===== src/rtl/kim_pkg.sv =====
// Shared constants for the KIM-1 display/keypad block: key matrix geometry, scan select codes
// and key indices, plus the lowest-index key priority encoder.
package kim_pkg;

  localparam int KIM_NUM_KEYS = 21;
  localparam int KIM_KEY_COLS = 7;

  localparam logic [3:0] SEL_ROW0   = 4'd0;
  localparam logic [3:0] SEL_ROW1   = 4'd1;
  localparam logic [3:0] SEL_ROW2   = 4'd2;
  localparam logic [3:0] SEL_DIGIT0 = 4'd4;

  localparam logic [4:0] KEY_NONE = 5'h1F;

  // Matrix index = row*7 + col; hex keys occupy 0..15, command keys follow in row 2.
  localparam logic [4:0] KEY_0    = 5'd0;
  localparam logic [4:0] KEY_1    = 5'd1;
  localparam logic [4:0] KEY_2    = 5'd2;
  localparam logic [4:0] KEY_3    = 5'd3;
  localparam logic [4:0] KEY_4    = 5'd4;
  localparam logic [4:0] KEY_5    = 5'd5;
  localparam logic [4:0] KEY_6    = 5'd6;
  localparam logic [4:0] KEY_7    = 5'd7;
  localparam logic [4:0] KEY_8    = 5'd8;
  localparam logic [4:0] KEY_9    = 5'd9;
  localparam logic [4:0] KEY_A    = 5'd10;
  localparam logic [4:0] KEY_B    = 5'd11;
  localparam logic [4:0] KEY_C    = 5'd12;
  localparam logic [4:0] KEY_D    = 5'd13;
  localparam logic [4:0] KEY_E    = 5'd14;
  localparam logic [4:0] KEY_F    = 5'd15;
  localparam logic [4:0] KEY_AD   = 5'd16;
  localparam logic [4:0] KEY_DA   = 5'd17;
  localparam logic [4:0] KEY_PLUS = 5'd18;
  localparam logic [4:0] KEY_GO   = 5'd19;
  localparam logic [4:0] KEY_PC   = 5'd20;

  function automatic logic [4:0] key_prio(input logic [KIM_NUM_KEYS-1:0] v);
    key_prio = KEY_NONE;
    for (int i = KIM_NUM_KEYS - 1; i >= 0; i--)
      if (v[i]) key_prio = 5'(i);
  endfunction

endpackage


===== src/rtl/kim_key_debounce.sv =====
// Key matrix synchronizer and optional debounce filter (enabled by KIMDK_DEBOUNCE_EN).
// keys_raw is asynchronous; keys_db is the stable vector the monitor ROM sees.
module kim_key_debounce
  import kim_pkg::*;
#(
  parameter int DEBOUNCE_CYCLES = 1024
) (
  input  logic                    phi2,
  input  logic                    rst_n,
  input  logic [KIM_NUM_KEYS-1:0] keys_raw,
  output logic [KIM_NUM_KEYS-1:0] keys_db
);

  if (DEBOUNCE_CYCLES < 1) begin : g_bad_cfg
    $error("DEBOUNCE_CYCLES must be at least 1");
  end

  logic [KIM_NUM_KEYS-1:0] keys_s1, keys_sync;

  always_ff @(posedge phi2) begin
    if (!rst_n) begin
      keys_s1   <= '0;
      keys_sync <= '0;
    end else begin
      keys_s1   <= keys_raw;
      keys_sync <= keys_s1;
    end
  end

`ifdef KIMDK_DEBOUNCE_EN
  localparam int DW = (DEBOUNCE_CYCLES > 1) ? $clog2(DEBOUNCE_CYCLES) : 1;

  logic [KIM_NUM_KEYS-1:0] keys_prev, keys_db_q;
  logic [DW-1:0]           dcnt;

  // A change wins over the terminal count so a one-cycle flip at the end of a
  // stable run can never be latched.
  always_ff @(posedge phi2) begin
    if (!rst_n) begin
      keys_prev <= '0;
      keys_db_q <= '0;
      dcnt      <= '0;
    end else begin
      keys_prev <= keys_sync;
      if (keys_sync != keys_prev)
        dcnt <= '0;
      else if (dcnt == DW'(DEBOUNCE_CYCLES - 1))
        keys_db_q <= keys_sync;
      else
        dcnt <= dcnt + 1'b1;
    end
  end

  assign keys_db = keys_db_q;
`else
  assign keys_db = keys_sync;
`endif

endmodule


===== src/rtl/kim_display_keypad.sv =====
// KIM-1 display/keypad consumer of the RRIOT port pins: scan decode, persistent 6-digit frame
// buffer, keypad readback on PAI. Debounce filtering is enabled by defining KIMDK_DEBOUNCE_EN.
module kim_display_keypad
  import kim_pkg::*;
#(
  parameter int NUM_DIGITS      = 6,
  parameter int PERSIST_CYCLES  = 4096,
  parameter int DEBOUNCE_CYCLES = 1024
) (
  input  logic                      phi2,
  input  logic                      rst_n,
  input  logic [7:0]                PAO,
  input  logic [7:0]                DDRA,
  input  logic [7:0]                PBO,
  input  logic [7:0]                DDRB,
  output logic [7:0]                PAI,
  input  logic [KIM_NUM_KEYS-1:0]   keys_raw,
  input  logic                      tty_rxd,
  output logic [7*NUM_DIGITS-1:0]   seg_out,
  output logic [NUM_DIGITS-1:0]     digit_lit,
  output logic                      key_any,
  output logic [4:0]                key_code
);

  localparam int PW = (PERSIST_CYCLES > 1) ? $clog2(PERSIST_CYCLES) : 1;

  // Undriven port bits float high through the board pull-ups.
  logic [7:0] pb_pin;
  logic [6:0] pa_seg;
  logic [3:0] sel;
  logic       unused_pb;

  assign pb_pin    = (PBO & DDRB) | ~DDRB;
  assign pa_seg    = (PAO[6:0] & DDRA[6:0]) | ~DDRA[6:0];
  assign sel       = pb_pin[4:1];
  assign unused_pb = ^{pb_pin[7:5], pb_pin[0]};

  logic [KIM_NUM_KEYS-1:0] keys_db;

  kim_key_debounce #(
    .DEBOUNCE_CYCLES (DEBOUNCE_CYCLES)
  ) u_debounce (
    .phi2     (phi2),
    .rst_n    (rst_n),
    .keys_raw (keys_raw),
    .keys_db  (keys_db)
  );

  for (genvar d = 0; d < NUM_DIGITS; d++) begin : g_digit
    localparam logic [3:0] MY_SEL = 4'(SEL_DIGIT0 + d);

    logic [6:0]    seg_q;
    logic          lit_q;
    logic [PW-1:0] pcnt;

    always_ff @(posedge phi2) begin
      if (!rst_n) begin
        seg_q <= '0;
        lit_q <= 1'b0;
        pcnt  <= '0;
      end else if (sel == MY_SEL) begin
        seg_q <= pa_seg;
        lit_q <= 1'b1;
        pcnt  <= PW'(PERSIST_CYCLES - 1);
      end else if (lit_q) begin
        if (pcnt <= PW'(1)) begin
          seg_q <= '0;
          lit_q <= 1'b0;
          pcnt  <= '0;
        end else begin
          pcnt <= pcnt - 1'b1;
        end
      end
    end

    assign seg_out[7*d +: 7] = seg_q;
    assign digit_lit[d]      = lit_q;
  end

  logic tty_s1, tty_sync;
  logic [6:0] row_n;

  always_comb begin
    row_n = 7'h7F;
    case (sel)
      SEL_ROW0: row_n = ~keys_db[0*KIM_KEY_COLS +: KIM_KEY_COLS];
      SEL_ROW1: row_n = ~keys_db[1*KIM_KEY_COLS +: KIM_KEY_COLS];
      SEL_ROW2: row_n = ~keys_db[2*KIM_KEY_COLS +: KIM_KEY_COLS];
      default:  row_n = 7'h7F;
    endcase
  end

  // Output-configured PA bits read back the RRIOT's own register, not the matrix.
  always_ff @(posedge phi2) begin
    if (!rst_n) begin
      tty_s1   <= 1'b0;
      tty_sync <= 1'b0;
      PAI      <= 8'hFF;
      key_any  <= 1'b0;
      key_code <= KEY_NONE;
    end else begin
      tty_s1   <= tty_rxd;
      tty_sync <= tty_s1;
      PAI      <= ({tty_sync, row_n} & ~DDRA) | (PAO & DDRA);
      key_any  <= |keys_db;
      key_code <= key_prio(keys_db);
    end
  end

endmodule


===== config.mk =====
export PLATFORM = sky130hd
export DESIGN_NAME = kim_display_keypad
export DESIGN_NICKNAME = d
export VERILOG_FILES = /design/src/rtl/kim_pkg.sv /design/src/rtl/kim_key_debounce.sv /design/src/rtl/kim_display_keypad.sv
export SDC_FILE = /design/constraint.sdc
export NUM_CORES = 1
export LEC_CHECK = 0
export CAP_MARGIN = 10
export CORE_MARGIN = 4
export CORE_UTILIZATION = 54
export DETAILED_ROUTE_END_ITERATION = 12
export PLACE_DENSITY = 0.9
export SYNTH_ARGS = -nofsm -noshare
export SYNTH_HDL_FRONTEND = slang
export SYNTH_SLANG_ARGS = --single-unit

===== constraint.sdc =====
create_clock -name phi2 -period 2.45 [get_ports phi2]
set_input_delay 0.245 -clock phi2 [delete_from_list [all_inputs] [get_ports phi2]]
set_output_delay 0.245 -clock phi2 [all_outputs]
set_load 0.02 [all_outputs]

==> impl_metrics.env, run 1 <==
export IMPL_synth_ff_type="dfxtp_1"
export IMPL_cts_resized_gates=0
export IMPL_nets=1069
export IMPL_drv_slew=0
export IMPL_layout_area_seq_um2=3560
export IMPL_cts_buffers=17
export IMPL_synth_area_um2=7590
export IMPL_tightest_slew_ns=0.667
export IMPL_hold_slack_ns=0.365
export IMPL_outcome="finished clean"
export IMPL_start_util_pct=54.9
export IMPL_cts_buffer_depth=2
export IMPL_worst_setup_path_end_kind="register"
export IMPL_first_global_vias=6521
export IMPL_worstSetupPathType="reg2reg"
export IMPL_dpl_hpwl_um=13100
export IMPL_wl_per_cell_um=16.8
export IMPL_port_buffers=109
export IMPL_cts_htree_levels=4
export IMPL_drtAntennaViolNets=0
export IMPL_fin_crit_sh_pct=91.2
export IMPL_max_clock_freq_mhz=447
export IMPL_hold_viol_final=0
export IMPL_viasPerCell=5.77
export IMPL_totalWireLength_um=20000
export IMPL_multi_input_area_um2=3730
export IMPL_leakagePower_nw=3.67
export IMPL_die_area_um2=16000
export IMPL_grt_overflow=0
export IMPL_cp_max_fo=7
export IMPL_fin_crit_ns=2.24
export IMPL_syn2layout_area_growth_pct=25.8
export IMPL_syn_nets=956
export IMPL_antenna_found_initial=0
export IMPL_drive_above_1_share_pct=9.17
export IMPL_cts_tree="yes"
export IMPL_synth_cell_type_count=57
export IMPL_worstSkewPairLatency_ns=0.43
export IMPL_clkSinkCount=178
export IMPL_holdPathStages=3
export IMPL_rr_worst_depth=5
export IMPL_vias=6884
export IMPL_fin_setup_tns_ns=0
export IMPL_hp_class="in2reg"
export IMPL_critPathArrivalTime_ns=2.55
export IMPL_grt_first_pass_wirelength_um=32500
export IMPL_firstDrtPassIters=5
export IMPL_cts_root_buf="clkbuf_16"
export IMPL_grt_use_total_pct=25.0
export IMPL_ys_seq_area_share_pct=46.9
export IMPL_clkSlewWorstSetupHoldPaths_ns=0.06
export IMPL_ir_drop_v=0.000527
export IMPL_antenna_cells=0
export IMPL_die_h_um=127
export IMPL_final_setup_skew_ns=0.00901
export IMPL_cts_hold_buf=0
export IMPL_ys_ff_latch=178
export IMPL_grt_max_degree=80
export IMPL_cts_setup_buffers=0
export IMPL_drt_iter0_markers=804
export IMPL_drc=0
export IMPL_maxCapViolations=0
export IMPL_syn_mean_instance_area_um2=8.55
export IMPL_critical_path_required_ns=2.76
export IMPL_relSlewSlack_pct=55.5
export IMPL_nFillCells=1014
export IMPL_globalplace_congestion=0.976
export IMPL_ios=118
export IMPL_core_rowCount=43
export IMPL_synth_edf_count=0
export IMPL_synthCells=888
export IMPL_critPathLaunchType="register"
export IMPL_power_per_cell_area_nw_per_um2=685
export IMPL_core_area_um2=13800
export IMPL_ys_async_sr_fraction_pct=0
export IMPL_setup_viol=0
export IMPL_dieWidth_um=127
export IMPL_rsz0062_at_grt="false"
export IMPL_yosys_warnings=0
[routing by layer]
layer | up-vias | wire (um) | track usage [%]
met4 | 0 | 722 | 10.7
met1 | 3230 | 8240 | 30.5
met2 | 248 | 9930 | 42.6
met3 | 54 | 1110 | 5.43
li1 | 3352 | - | -
met5 | - | 0 | 0
[critical path: stages, from the launching register on]
cell and delay (ns):
dfxtp_1 0.35, or4_4 0.55, or4_4 0.46, nor4_4 0.34, o21ai_1 0.13, o31a_1 0.28
[cells in the mapped netlist, types with 12 or more instances]
master / n / area (um2)
inv_1: 19 / 71.3
xor2_1: 17 / 149
clkbuf_1: 45 / 169
nor2b_1: 15 / 93.8
nor2_1: 127 / 477
a31oi_1: 44 / 275
nand2_1: 59 / 221
nand3_1: 14 / 70.1
o21ai_0: 43 / 215
nor4_1: 19 / 119
ha_1: 12 / 150
dfxtp_1: 178 / 3560
a21oi_1: 61 / 305
and2_1: 47 / 294
nor3_1: 33 / 165
[power breakdown]
part	internal, mW	total [mW]	switching, mW
registers	3.01	3.11	0.0940
logic	0.364	0.790	0.426
clock network	1.55	2.64	1.09
total	4.93	6.54	1.61
[path summary, 6_finish.rpt]
| kind | start | endpoint | slack (ns) |
|---|---|---|---|
| worst min-delay path | rst_n | g_digit[4].seg_q[5] | 0.37 |
| worst max-delay path | g_digit[1].pcnt[4] | g_digit[1].pcnt[5] | 0.21 |
| worst min register to register | u_debounce.keys_s1[13] | u_debounce.keys_db[13] | 0.43 |
| worst max register to register | g_digit[1].pcnt[4] | g_digit[1].pcnt[5] | 0.21 |
[per-stage QoR]
step / power [mW] / cell area [um2] / util (%) / cells / setup slack [ns]
after floorplan: 3.62 / 7590 / - / 888 / 0.303
after global placement: 3.91 / 8970 / 64.9 / 1162 / 0.170
after detailed placement: 3.94 / 8970 / 64.9 / 1162 / 0.137
after CTS: 6.57 / 9550 / 69.1 / 1194 / 0.0840
after global routing: 6.77 / 9550 / 69.1 / 1194 / 0.0863
final: 6.54 / 9550 / 69.1 / 1194 / 0.215
[cell usage in the layout (no fill, tap or decap), types with 15 or more instances in the layout]
cell type,netlist,layout
a21oi_1,61,61
a31oi_1,44,44
and2_1,47,47
buf_4,6,36
clkbuf_16,0,17
clkdlybuf4s50_1,0,108
dfxtp_1,178,178
inv_1,19,19
nand2_1,59,59
nor2_1,127,127
nor2b_1,15,15
nor3_1,33,33
nor4_1,19,19
o21ai_0,43,43
xor2_1,17,17
[registers in the layout, indices dropped and copies added, names as in the netlist]
register and count:
u_debounce.keys_db 21, key_code 5, g_digit.pcnt 72, g_digit.lit_q 6, u_debounce.keys_s1 21, PAI 8
tty_s1 1, key_any 1, tty_sync 1, g_digit.seg_q 42
[final cells by class]
class	instances	share of cell area, %
Clock buffer	23	4.90
Clock inverter	9	1.11
Inverter	20	0.786
Multi-Input combinational cell	638	39.1
Sequential cell	178	37.3
Tap cell	180	2.36
Timing Repair Buffer	146	14.4
[cells by family after synthesis]
logic type	synth area share, %
compound gates	15.7
xor+xnor	3.23
fa+ha+maj	1.98
buf+inv	3.87
flops	46.9
mux	1.17
simple gates	27.1
Note: power is estimated with default switching activity, not from simulation.
==> run 2: changes to the inputs <==
--- a/config.mk
+++ b/config.mk
@@ -6,10 +6,13 @@
 export NUM_CORES = 1
 export LEC_CHECK = 0
 export CAP_MARGIN = 10
+export CORE_ASPECT_RATIO = 1.25
 export CORE_MARGIN = 4
 export CORE_UTILIZATION = 54
 export DETAILED_ROUTE_END_ITERATION = 12
 export PLACE_DENSITY = 0.9
+export REMOVE_ABC_BUFFERS = 1
+export SLEW_MARGIN = 10
 export SYNTH_ARGS = -nofsm -noshare
 export SYNTH_HDL_FRONTEND = slang
 export SYNTH_SLANG_ARGS = --single-unit
==> run 2 against run 1 <==
First-iteration DRC count shrank 28%. Flip-flop and latch count is the same. Combinational power grew 1%. Highest routed layer unchanged. Largest power group unchanged. Register-to-register slack lost 0.11 ns. Utilization grew 0.35 points.
==> impl_metrics.env, run 2 (synthesis results as in run 1) <==
export IMPL_layout_common_cells="178 x dfxtp_1, 127 x nor2_1, 108 x clkdlybuf4s50_1"
export IMPL_max_clock_freq_mhz=427
export IMPL_critical_path_required_ns=2.77
export IMPL_power_per_cell_area_nw_per_um2=711
export IMPL_setup_viol=0
export IMPL_final_setup_skew_ns=0.0120
export IMPL_nets=1066
export IMPL_drc=0
export IMPL_ir_drop_v=0.000428
export IMPL_cts_hold_buf=0
export IMPL_cts_buffer_depth=2
export IMPL_fin_crit_ns=2.34
export IMPL_totalWireLength_um=19800
export IMPL_ios=118
export IMPL_clkSlewWorstSetupHoldPaths_ns=0.07
export IMPL_drive_above_1_share_pct=9.30
export IMPL_largest_register_ffs=72
export IMPL_viasPerCell=5.85
export IMPL_firstDrtPassIters=5
export IMPL_gr_usage_met2_pct=42.3
export IMPL_grt_overflow=0
export IMPL_total_power_mw=6.82
export IMPL_drt_iter0_markers=578
export IMPL_outcome="finished clean"
export IMPL_regMostFlops="g_digit.pcnt"
export IMPL_die_area_um2=16000
export IMPL_hp_class="in2reg"
export IMPL_cts_buffers=17
export IMPL_first_global_vias=6532
export IMPL_grt_use_met3_pct=5.32
export IMPL_final_common_cell="dfxtp_1"
export IMPL_nFillCells=1027
export IMPL_cts_setup_buffers=0
export IMPL_drv_slew=0
export IMPL_tightest_slew_ns=0.636
export IMPL_core_rowCount=48
export IMPL_grt_use_total_pct=24.9
export IMPL_cts_htree_levels=4
export IMPL_use_met1_pct=29.8
export IMPL_worstSkewPairLatency_ns=0.42
export IMPL_dieWidth_um=114
export IMPL_cp_max_fo=7
export IMPL_reg_largest_list="g_digit.pcnt: 72 flops, g_digit.seg_q: 42 flops"
export IMPL_dpl_hpwl_um=12900
export IMPL_relSlewSlack_pct=57.2
export IMPL_port_buffers=109
export IMPL_worstSetupPathType="reg2reg"
export IMPL_top_usage_layer="met2"
export IMPL_setup_ws_ns=0.108
export IMPL_cts_resized_gates=0
export IMPL_rsz0062_at_grt="false"
export IMPL_fin_setup_tns_ns=0
export IMPL_grt_max_degree=63
export IMPL_critPathArrivalTime_ns=2.66
export IMPL_fin_crit_sh_pct=95.6
export IMPL_core_area_um2=13800
export IMPL_critPathLaunchType="register"
export IMPL_grt_first_pass_wirelength_um=32100
export IMPL_worst_setup_path_end_kind="register"
export IMPL_wl_per_cell_um=16.6
export IMPL_maxCapViolations=0
export IMPL_syn2layout_area_growth_pct=26.3
export IMPL_die_h_um=141
export IMPL_cts_tree="yes"
export IMPL_globalplace_congestion=0.917
export IMPL_utilization_pct=69.4
export IMPL_hold_slack_ns=0.335
export IMPL_start_util_pct=55.0
export IMPL_antenna_found_initial=0
export IMPL_leakagePower_nw=3.69
export IMPL_drtAntennaViolNets=0
export IMPL_dpl_worst_slack_ns=0.165
export IMPL_cts_root_buf="clkbuf_16"
export IMPL_hold_viol_final=0
export IMPL_vias=6942
export IMPL_clkSinkCount=178
-- run 2: final cells by class --
cell class              count  area (um2)  area share [%]
multi-input cells         638        3730            38.9
flip-flops and latches    178        3560            37.2
repair buffers            143        1350            14.1
clock buffers              18         439            4.58
well taps                 175         219            2.28
clock inverters            14         200            2.09
inverters                  20        75.1           0.783
diodes                      1        2.50          0.0261
-- run 2: worst max-delay path: stages, from the launching register on --
cell,delay [ns]
dfxtp_1,0.35
or4_4,0.56
or4_4,0.46
nor4_4,0.45
o21ai_1,0.13
o31a_1,0.28
-- run 2: final timing paths --
| check | from | end | slack (ns) | cells after the start |
|---|---|---|---|---|
| hold reg to reg | u_debounce.keys_s1[8] | u_debounce.keys_db[8] | 0.43 | 1 |
| setup / recovery | g_digit[1].pcnt[4] | g_digit[1].pcnt[5] | 0.11 | 5 |
| hold / removal | rst_n | PAI[5] | 0.33 | 3 |
| setup reg to reg | g_digit[1].pcnt[4] | g_digit[1].pcnt[5] | 0.11 | 5 |
-- run 2: routing by layer --
layer  vias to the layer above  share of wire (%)  wire length, um
li1                       3347                  -                -
met1                      3244                 39             7670
met2                       286                 51            10000
met3                        65                6.5             1290
met4                         0                3.9              769
met5                         -                  0                0
-- run 2: report_power, final --
part	switching [mW]	internal [mW]
combinational	0.428	0.371
sequential	0.0937	3.01
clock	1.16	1.75
total	1.68	5.14
-- run 2: per-stage QoR --
step | instances | cell area [um2]
6_report | 1187 | 9590
3_5_place_dp | 1154 | 8940
4_1_cts | 1186 | 9580
2_1_floorplan | 836 | 7370
3_3_place_gp | 1154 | 8940
5_1_grt | 1186 | 9580
